--- src/rtl/bounce_if.sv ---
// Level-in / bouncing-level-out bundle between a test source and the bounce emulator.
interface bounce_if;
  logic press;
  logic button;
  logic busy;
  logic done;

  modport master (output press, input  button, input  busy, input  done);
  modport slave  (input  press, output button, output busy, output done);
endinterface

--- src/rtl/bounce_emulator.sv ---
// Turns each level change on press into an odd burst of LFSR-spaced toggles on button,
// always settling at the current press level.
module bounce_emulator #(
  parameter int          N_BOUNCES = 4,
  parameter int          GAP_W     = 4,
  parameter logic [7:0]  SEED      = 8'hA5
) (
  input  logic    clock,
  input  logic    reset,
  bounce_if.slave bif
);

  localparam int         REM_W    = $clog2(2*N_BOUNCES+2);
  localparam logic [7:0] SEED_EFF = (SEED == 8'h00) ? 8'h01 : SEED;
  localparam logic [REM_W-1:0] REM_FULL = REM_W'(2*N_BOUNCES);

  typedef enum logic {IDLE, BOUNCE} state_t;

  state_t             state_q,  state_d;
  logic               button_q, button_d;
  logic               target_q, target_d;
  logic               done_q,   done_d;
  logic [7:0]         lfsr_q,   lfsr_d;
  logic [REM_W-1:0]   rem_q,    rem_d;
  logic [GAP_W-1:0]   gap_q,    gap_d;

  // Galois LFSR runs every cycle regardless of state so spacing stays decorrelated.
  assign lfsr_d = {1'b0, lfsr_q[7:1]} ^ (lfsr_q[0] ? 8'hB8 : 8'h00);

  always_comb begin
    state_d  = state_q;
    button_d = button_q;
    target_d = target_q;
    rem_d    = rem_q;
    gap_d    = gap_q;
    done_d   = 1'b0;
    case (state_q)
      IDLE: begin
        if (bif.press != button_q) begin
          target_d = bif.press;
          button_d = ~button_q;
          rem_d    = REM_FULL;
          gap_d    = lfsr_q[GAP_W-1:0];
          state_d  = BOUNCE;
        end
      end
      BOUNCE: begin
        if (bif.press != target_q) begin
          // Extra toggle when button sits on the wrong side keeps the final level on press.
          target_d = bif.press;
          rem_d    = REM_FULL + REM_W'(button_q != bif.press);
          gap_d    = lfsr_q[GAP_W-1:0];
        end else if (rem_q == '0) begin
          state_d  = IDLE;
          done_d   = 1'b1;
        end else if (gap_q == '0) begin
          button_d = ~button_q;
          rem_d    = rem_q - REM_W'(1);
          gap_d    = lfsr_q[GAP_W-1:0];
        end else begin
          gap_d    = gap_q - GAP_W'(1);
        end
      end
    endcase
  end

  always_ff @(posedge clock) begin
    if (reset) begin
      state_q  <= IDLE;
      button_q <= 1'b0;
      target_q <= 1'b0;
      done_q   <= 1'b0;
      lfsr_q   <= SEED_EFF;
      rem_q    <= '0;
      gap_q    <= '0;
    end else begin
      state_q  <= state_d;
      button_q <= button_d;
      target_q <= target_d;
      done_q   <= done_d;
      lfsr_q   <= lfsr_d;
      rem_q    <= rem_d;
      gap_q    <= gap_d;
    end
  end

  assign bif.button = button_q;
  assign bif.busy   = (state_q == BOUNCE);
  assign bif.done   = done_q;

endmodule

--- src/flat_wrapper.sv ---
// flat-port wrapper written by rule: the top's interface ports become plain ports
module bounce_emulator_flat 
#(
  parameter int          N_BOUNCES = 4,
  parameter int          GAP_W     = 4,
  parameter logic [7:0]  SEED      = 8'hA5
)
  (clock, reset, bif_press, bif_button, bif_busy, bif_done);
  bounce_if bif_i ();
  input  logic clock;
  input  logic reset;
  input wire logic [$bits(bif_i.press)-1:0] bif_press;
  output wire logic [$bits(bif_i.button)-1:0] bif_button;
  output wire logic [$bits(bif_i.busy)-1:0] bif_busy;
  output wire logic [$bits(bif_i.done)-1:0] bif_done;
  assign bif_i.press = bif_press;
  assign bif_button = bif_i.button;
  assign bif_busy = bif_i.busy;
  assign bif_done = bif_i.done;
  bounce_emulator #(.N_BOUNCES(N_BOUNCES), .GAP_W(GAP_W), .SEED(SEED)) u_core (.clock(clock), .reset(reset), .bif(bif_i));
endmodule
--- config.mk ---
export PLATFORM = sky130hd
export DESIGN_NAME = bounce_emulator_flat
export DESIGN_NICKNAME = d
export VERILOG_FILES = /design/src/rtl/bounce_if.sv /design/src/rtl/bounce_emulator.sv /design/src/flat_wrapper.sv
export SDC_FILE = /design/constraint.sdc
export NUM_CORES = 1
export LEC_CHECK = 0
export ABC_CLOCK_PERIOD_IN_PS = 4800
export BUFFER_PORTS_ARGS = -buffer_cell sky130_fd_sc_hd__buf_4
export CORE_ASPECT_RATIO = 1.1
export CORE_MARGIN = 2
export CORE_UTILIZATION = 61
export CTS_BUF_LIST = sky130_fd_sc_hd__clkbuf_4 sky130_fd_sc_hd__clkbuf_8
export DETAILED_ROUTE_END_ITERATION = 8
export PLACE_DENSITY = 0.8
export SLEW_MARGIN = 25
export SYNTH_ARGS = -nofsm -noshare
export SYNTH_HDL_FRONTEND = slang
export SYNTH_SLANG_ARGS = --single-unit
--- constraint.sdc ---
create_clock -name clock -period 4.8 [get_ports clock]
set_input_delay 0.96 -clock clock [delete_from_list [all_inputs] [get_ports clock]]
set_output_delay 0.96 -clock clock [all_outputs]
set_load 0.05 [all_outputs]
==> metrics.txt, run 1 <==
Routed met3 length 46 um; Fill cells 136; Leak Pwr 0.424 nW; Cells after Synth 124; crit path max-delay cell type dfxtp_1; commonest cells after routing, fill and taps aside dfxtp_1 (20), inv_1 (8), nor2_1 (7), nor2b_1 (6), nand2_1 (6); placed inst area 0.00111 sq mm; warnings from Yosys 0; mapped cell area 0.00109 sq mm; total CTS buffers 3; endpoints failing hold 0; met1 WL 988 um; WP data required between 3000 and 4000 ps; Worst slew margin 63.7%; starting density of the core 63.2%; CP top delay family flip-flops; Tmin final 2230 ps; CP endpoint kind output pin; RSZ-0062 raised after global routing no; synthesized flop and latch total 20; largest area contributor in the netlist dfxtp_1; die area between 0.002 and 0.0025 sq mm; WP depth 1; FP Rows 16; routed wire length per instance 14.5 um; layout cell share with drive strength beyond 1 17.6%; Fin Setup TNS 0 ps; H-Tree Depth 1; post-synth top area share around 37%; Power Density 375 mW/mm^2; Antenna Violating Nets Remaining 0; DP Wirelength 1500 um; die height around 48 um; Max Slew Vio Count 0; top cells by area, synth dfxtp_1 (37%), nor2b_1 (3.5%), xnor2_1 (3.2%); FF-to-FF Start u_core.gap_q[0]; Setup Skew 13.3 ps; setup ws final 2570 ps; largest stage delay on the critical path 680 ps; DRT Wirelength 2080 um; fin cells approximately 140; Port Buffers 5; Avg Inst Size Synth 8.77 sq um; DR pass1 iterations 5; Tot Pwr 431 uW; clock slew at reported path FFs roughly 100 ps; vias in the first global route 794; DRC errors left 0; Max-cap violations 0; placed cell count 139; vias per inst 6.07; I/O Pins 6; wire length on met2 slightly above 1000 um; hold path start u_core.lfsr_q[1]; clk buf depth 2; most common cell after layout, fill and taps aside dfxtp_1; placer congestion estimate 0.797; clock tree root buffer cell clkbuf_4; CTS resizes 0; Die W between 40 and 50 um; WS Path Type flop to output pin; initial antenna violation count 0; crit path max fanout 17; Tcrit/Tclk final 46.5%; n_diodes 0; pin count of the biggest net entering global routing 22; CP arrival 1270 ps; Fmax 448 MHz; CP Cell Sequence buf_4; Worst-Margin Slew 544 ps; Overall Global Routing Usage 21.0%; Worst Setup SP u_core.bif.busy; Post-Place Worst Slack about 2600 ps; fin nets 131; Final setup violation count 0; CTS tree yes; worst reg2reg path depth 6; Synth cell types 47; type of origin of the critical path flop; Top Layer Used met4; Seq/Total Area, Yosys between 30% and 40%; via count roughly 870; VDD IR-drop max about 0.26 mV; # hold bufs at CTS 0; WP buf/inv 1; first-pass GRT wire length 3260 um; status finished, final reports clean; # clock sinks 20; Hold Path Class flop to flop; design area 0.00115 sq mm; total gr overflow 0; Iter 0 DRT Violations 30; Core Region 0.00172 sq mm; # Post-CTS Setup Buffers 0; Hold Path Cell Cnt 1; clk_lat worst skew 300 ps; Layout area overhead 5.52%; syn_nets 129
==> metrics by stage <==
stage,utilization (%),hold WS [ps]
final,66.6,457
after global placement,64.5,429
after floorplan,-,414
after global routing,66.6,472
after CTS,66.6,456
after detailed placement,64.5,427
==> per-layer routing <==
layer | global-route usage [%] | vias to the layer above
met5 | 0 | -
met4 | 13.3 | 0
met1 | 25.5 | 402
met2 | 36.2 | 17
li1 | - | 445
met3 | 2.59 | 4
==> synthesized netlist by cell type, drive strengths merged <==
master,number
nor3b,3
a311oi,2
dfxtp,20
o41a,1
or2,4
clkbuf,4
nor2,8
a31o,1
nand2,6
nor2b,6
o22ai,1
a211oi,4
nand4,2
mux2i,2
o211ai,1
o221ai,1
xnor2,4
o31ai,1
and3b,1
xor2,1
or3,1
o311ai,1
nand3b,1
o21ai,4
nor4bb,1
buf,4
a21o,2
or3b,3
a21oi,5
nand2b,3
nand3,2
inv,8
ha,2
a2111oi,2
nor3,7
a211o,1
a31oi,3
and3,1
==> state kept, by name (all words and copies together), names as in the netlist <==
signal	flops
u_core.bif.busy	1
u_core.bif.button	1
u_core.bif.done	1
u_core.gap_q	4
u_core.lfsr_q	8
u_core.rem_q	4
u_core.target_q	1
==> worst paths after layout <==
kind                       to  slack, ps
max                  bif_busy       2570
min          u_core.lfsr_q[0]        460
max reg2reg   u_core.rem_q[3]       2950
min reg2reg  u_core.lfsr_q[0]        460
==> report_power, final <==
group / total, mW / leakage, nW / switching, mW / internal [mW]
logic: 0.126 / 0.237 / 0.0740 / 0.0517
registers: 0.206 / 0.166 / 0.0223 / 0.184
clock network: 0.0986 / 0.0210 / 0.0523 / 0.0463
==> cell families (layout without fill, tap and decap cells) <==
group	after synthesis	after routing	synth area share [%]
adder cells (fa/ha/maj)	2	2	2.30
buffers and inverters	16	17	6.10
AND/OR/NAND/NOR	49	49	27.7
multiplexers	2	2	1.84
XOR/XNOR	5	5	4.72
flip-flops	20	20	36.8
AO/OA/AOI/OAI	30	30	20.5
==> cell type report <==
type                       count  area (sq um)  area share, %
inverter                       8          30.0           2.62
clock buffer                   4          36.3           3.16
sequential                    20           400           34.9
tap                           18          22.5           1.96
timing repair buffer           5          37.5           3.27
multi-input combinational     88           621           54.1
No activity file was read; power rests on OpenSTA's default activity.
==> run 2, diff against run 1 <==
Settings changed: ABC_CLOCK_PERIOD_IN_PS 4800 to 2000, CORE_UTILIZATION 61 to 56, PLACE_DENSITY 0.8 to 0.77.
Clock period 4.8 ns to 2 ns, I/O delays scaled along.
==> run 2 against run 1 <==
Compared with the run above: clock skew shrank 6.6 ps; non-clock buffer count grew 2; routed wire length grew 3.2%; core utilization shrank 2.0 points; setup slack lost 2300 ps; via count grew 4.4%; count of clock-buffer cells in the layout is the same; clock power grew 140%; sequential cell count is the same; largest cell class unchanged.
==> metrics.txt, run 2 (same netlist as run 1, synthesis figures left out) <==
status finished, final reports clean; Leak Pwr between 0.4 and 0.5 nW; most common cell after layout, fill and taps aside dfxtp_1; Tcrit/Tclk final 88.9%; clock tree root buffer cell clkbuf_4; placed inst area 0.00113 sq mm; n_diodes 0; CP endpoint kind flop; Final setup violation count 0; die area 0.00231 sq mm; VDD IR-drop max 0.637 mV; Max Slew Vio Count 0; starting density of the core 60.3%; Hold Path Class input port to flop; DRC errors left 0; Fin Setup TNS 0 ps; # clock sinks 20; # hold bufs at CTS 0; CTS tree yes; vias per inst about 6.2; # Post-CTS Setup Buffers 0; RSZ-0062 raised after global routing no; total CTS buffers 3; DR pass1 iterations 4; vias in the first global route about 830; type of origin of the critical path flop; pin count of the biggest net entering global routing 22; crit path max fanout 6; endpoints failing hold 0; largest registers u_core.lfsr_q x8, u_core.gap_q x4, u_core.rem_q x4; Port Buffers 5; WP data required 2210 ps; Worst-Margin Slew 506 ps; Core Region 0.00180 sq mm; layout cell share with drive strength beyond 1 19.7%; total gr overflow 0; Fmax roughly 560 MHz; Largest register FFs 8; commonest cells after routing, fill and taps aside dfxtp_1 (20), inv_1 (8), nor2_1 (7), buf_4 (7); Overall Global Routing Usage 21.5%; Setup Skew 6.68 ps; Worst slew margin 66.1%; Iter 0 DRT Violations 16; clk buf depth 2; H-Tree Depth 1; FP Rows 16; first-pass GRT wire length 3660 um; CTS resizes 0; design area 0.00116 sq mm; I/O Pins 6; Layout area overhead 7.13%; clk_lat worst skew 300 ps; clock slew at reported path FFs 110 ps; Die W 46.0 um; initial antenna violation count 0; DP Wirelength 1550 um; routed wire length per instance between 10 and 15 um; CP arrival 1990 ps; Max-cap violations 0; fin nets 133; Antenna Violating Nets Remaining 0; DRT Wirelength roughly 2100 um; Biggest register u_core.lfsr_q; placer congestion estimate 0.857; Final Util around 65%; Power Density 901 mW/mm^2; Tmin final between 1500 and 2000 ps; die height 50.2 um; via count 906; WS Path Type flop to flop
==> run 2: changes by cell type in the layout (fill, tap and decap cells not counted), sizes merged <==
cell	previous run	this run
buf	5	7
==> run 2: layout make-up <==
class	count	area [sq um]
fill	157	637
multi-input combinational	88	623
sequential	20	400
timing repair buffer	7	52.6
clock buffer	4	36.3
inverter	8	30.0
tap	18	22.5
==> run 2: per-stage QoR <==
step | hold WS [ps] | power (mW) | worst slack, ps | instances
2_1_floorplan | 414 | 0.744 | 259 | 124
3_3_place_gp | 416 | 0.806 | 197 | 141
3_5_place_dp | 427 | 0.815 | 217 | 141
4_1_cts | 404 | 1.05 | 187 | 145
5_1_grt | 421 | 1.11 | 84.7 | 145
6_report | 405 | 1.05 | 221 | 145
==> run 2: routing by layer <==
| layer | global-route usage, % | wire length [um] |
|---|---|---|
| met5 | 0 | 0 |
| met4 | 7.14 | 23 |
| met1 | 29.0 | 1030 |
| met2 | 35.0 | 1050 |
| met3 | 2.16 | 46 |
==> run 2: power breakdown <==
group	total, mW	switching [mW]	internal (mW)	leakage (nW)
Clock	0.233	0.122	0.111	0.0210
Sequential	0.491	0.0489	0.442	0.166
Combinational	0.326	0.190	0.136	0.247
Total	1.05	0.361	0.689	0.434
==> run 2: worst max-delay path, stage by stage, from the launching register on <==
cell,delay [ps]
dfxtp_1,360
inv_1,90
ha_1,200
nor3b_2,470
nor2_2,130
a21o_1,200
a311oi_1,240
==> run 2: final timing paths <==
check	slack (ps)	cells past startpoint	from	end
setup reg to reg	220	6	u_core.rem_q[0]	u_core.rem_q[2]
hold / removal	400	2	reset	u_core.gap_q[3]
setup / recovery	220	6	u_core.rem_q[0]	u_core.rem_q[2]
hold reg to reg	450	1	u_core.lfsr_q[7]	u_core.lfsr_q[6]
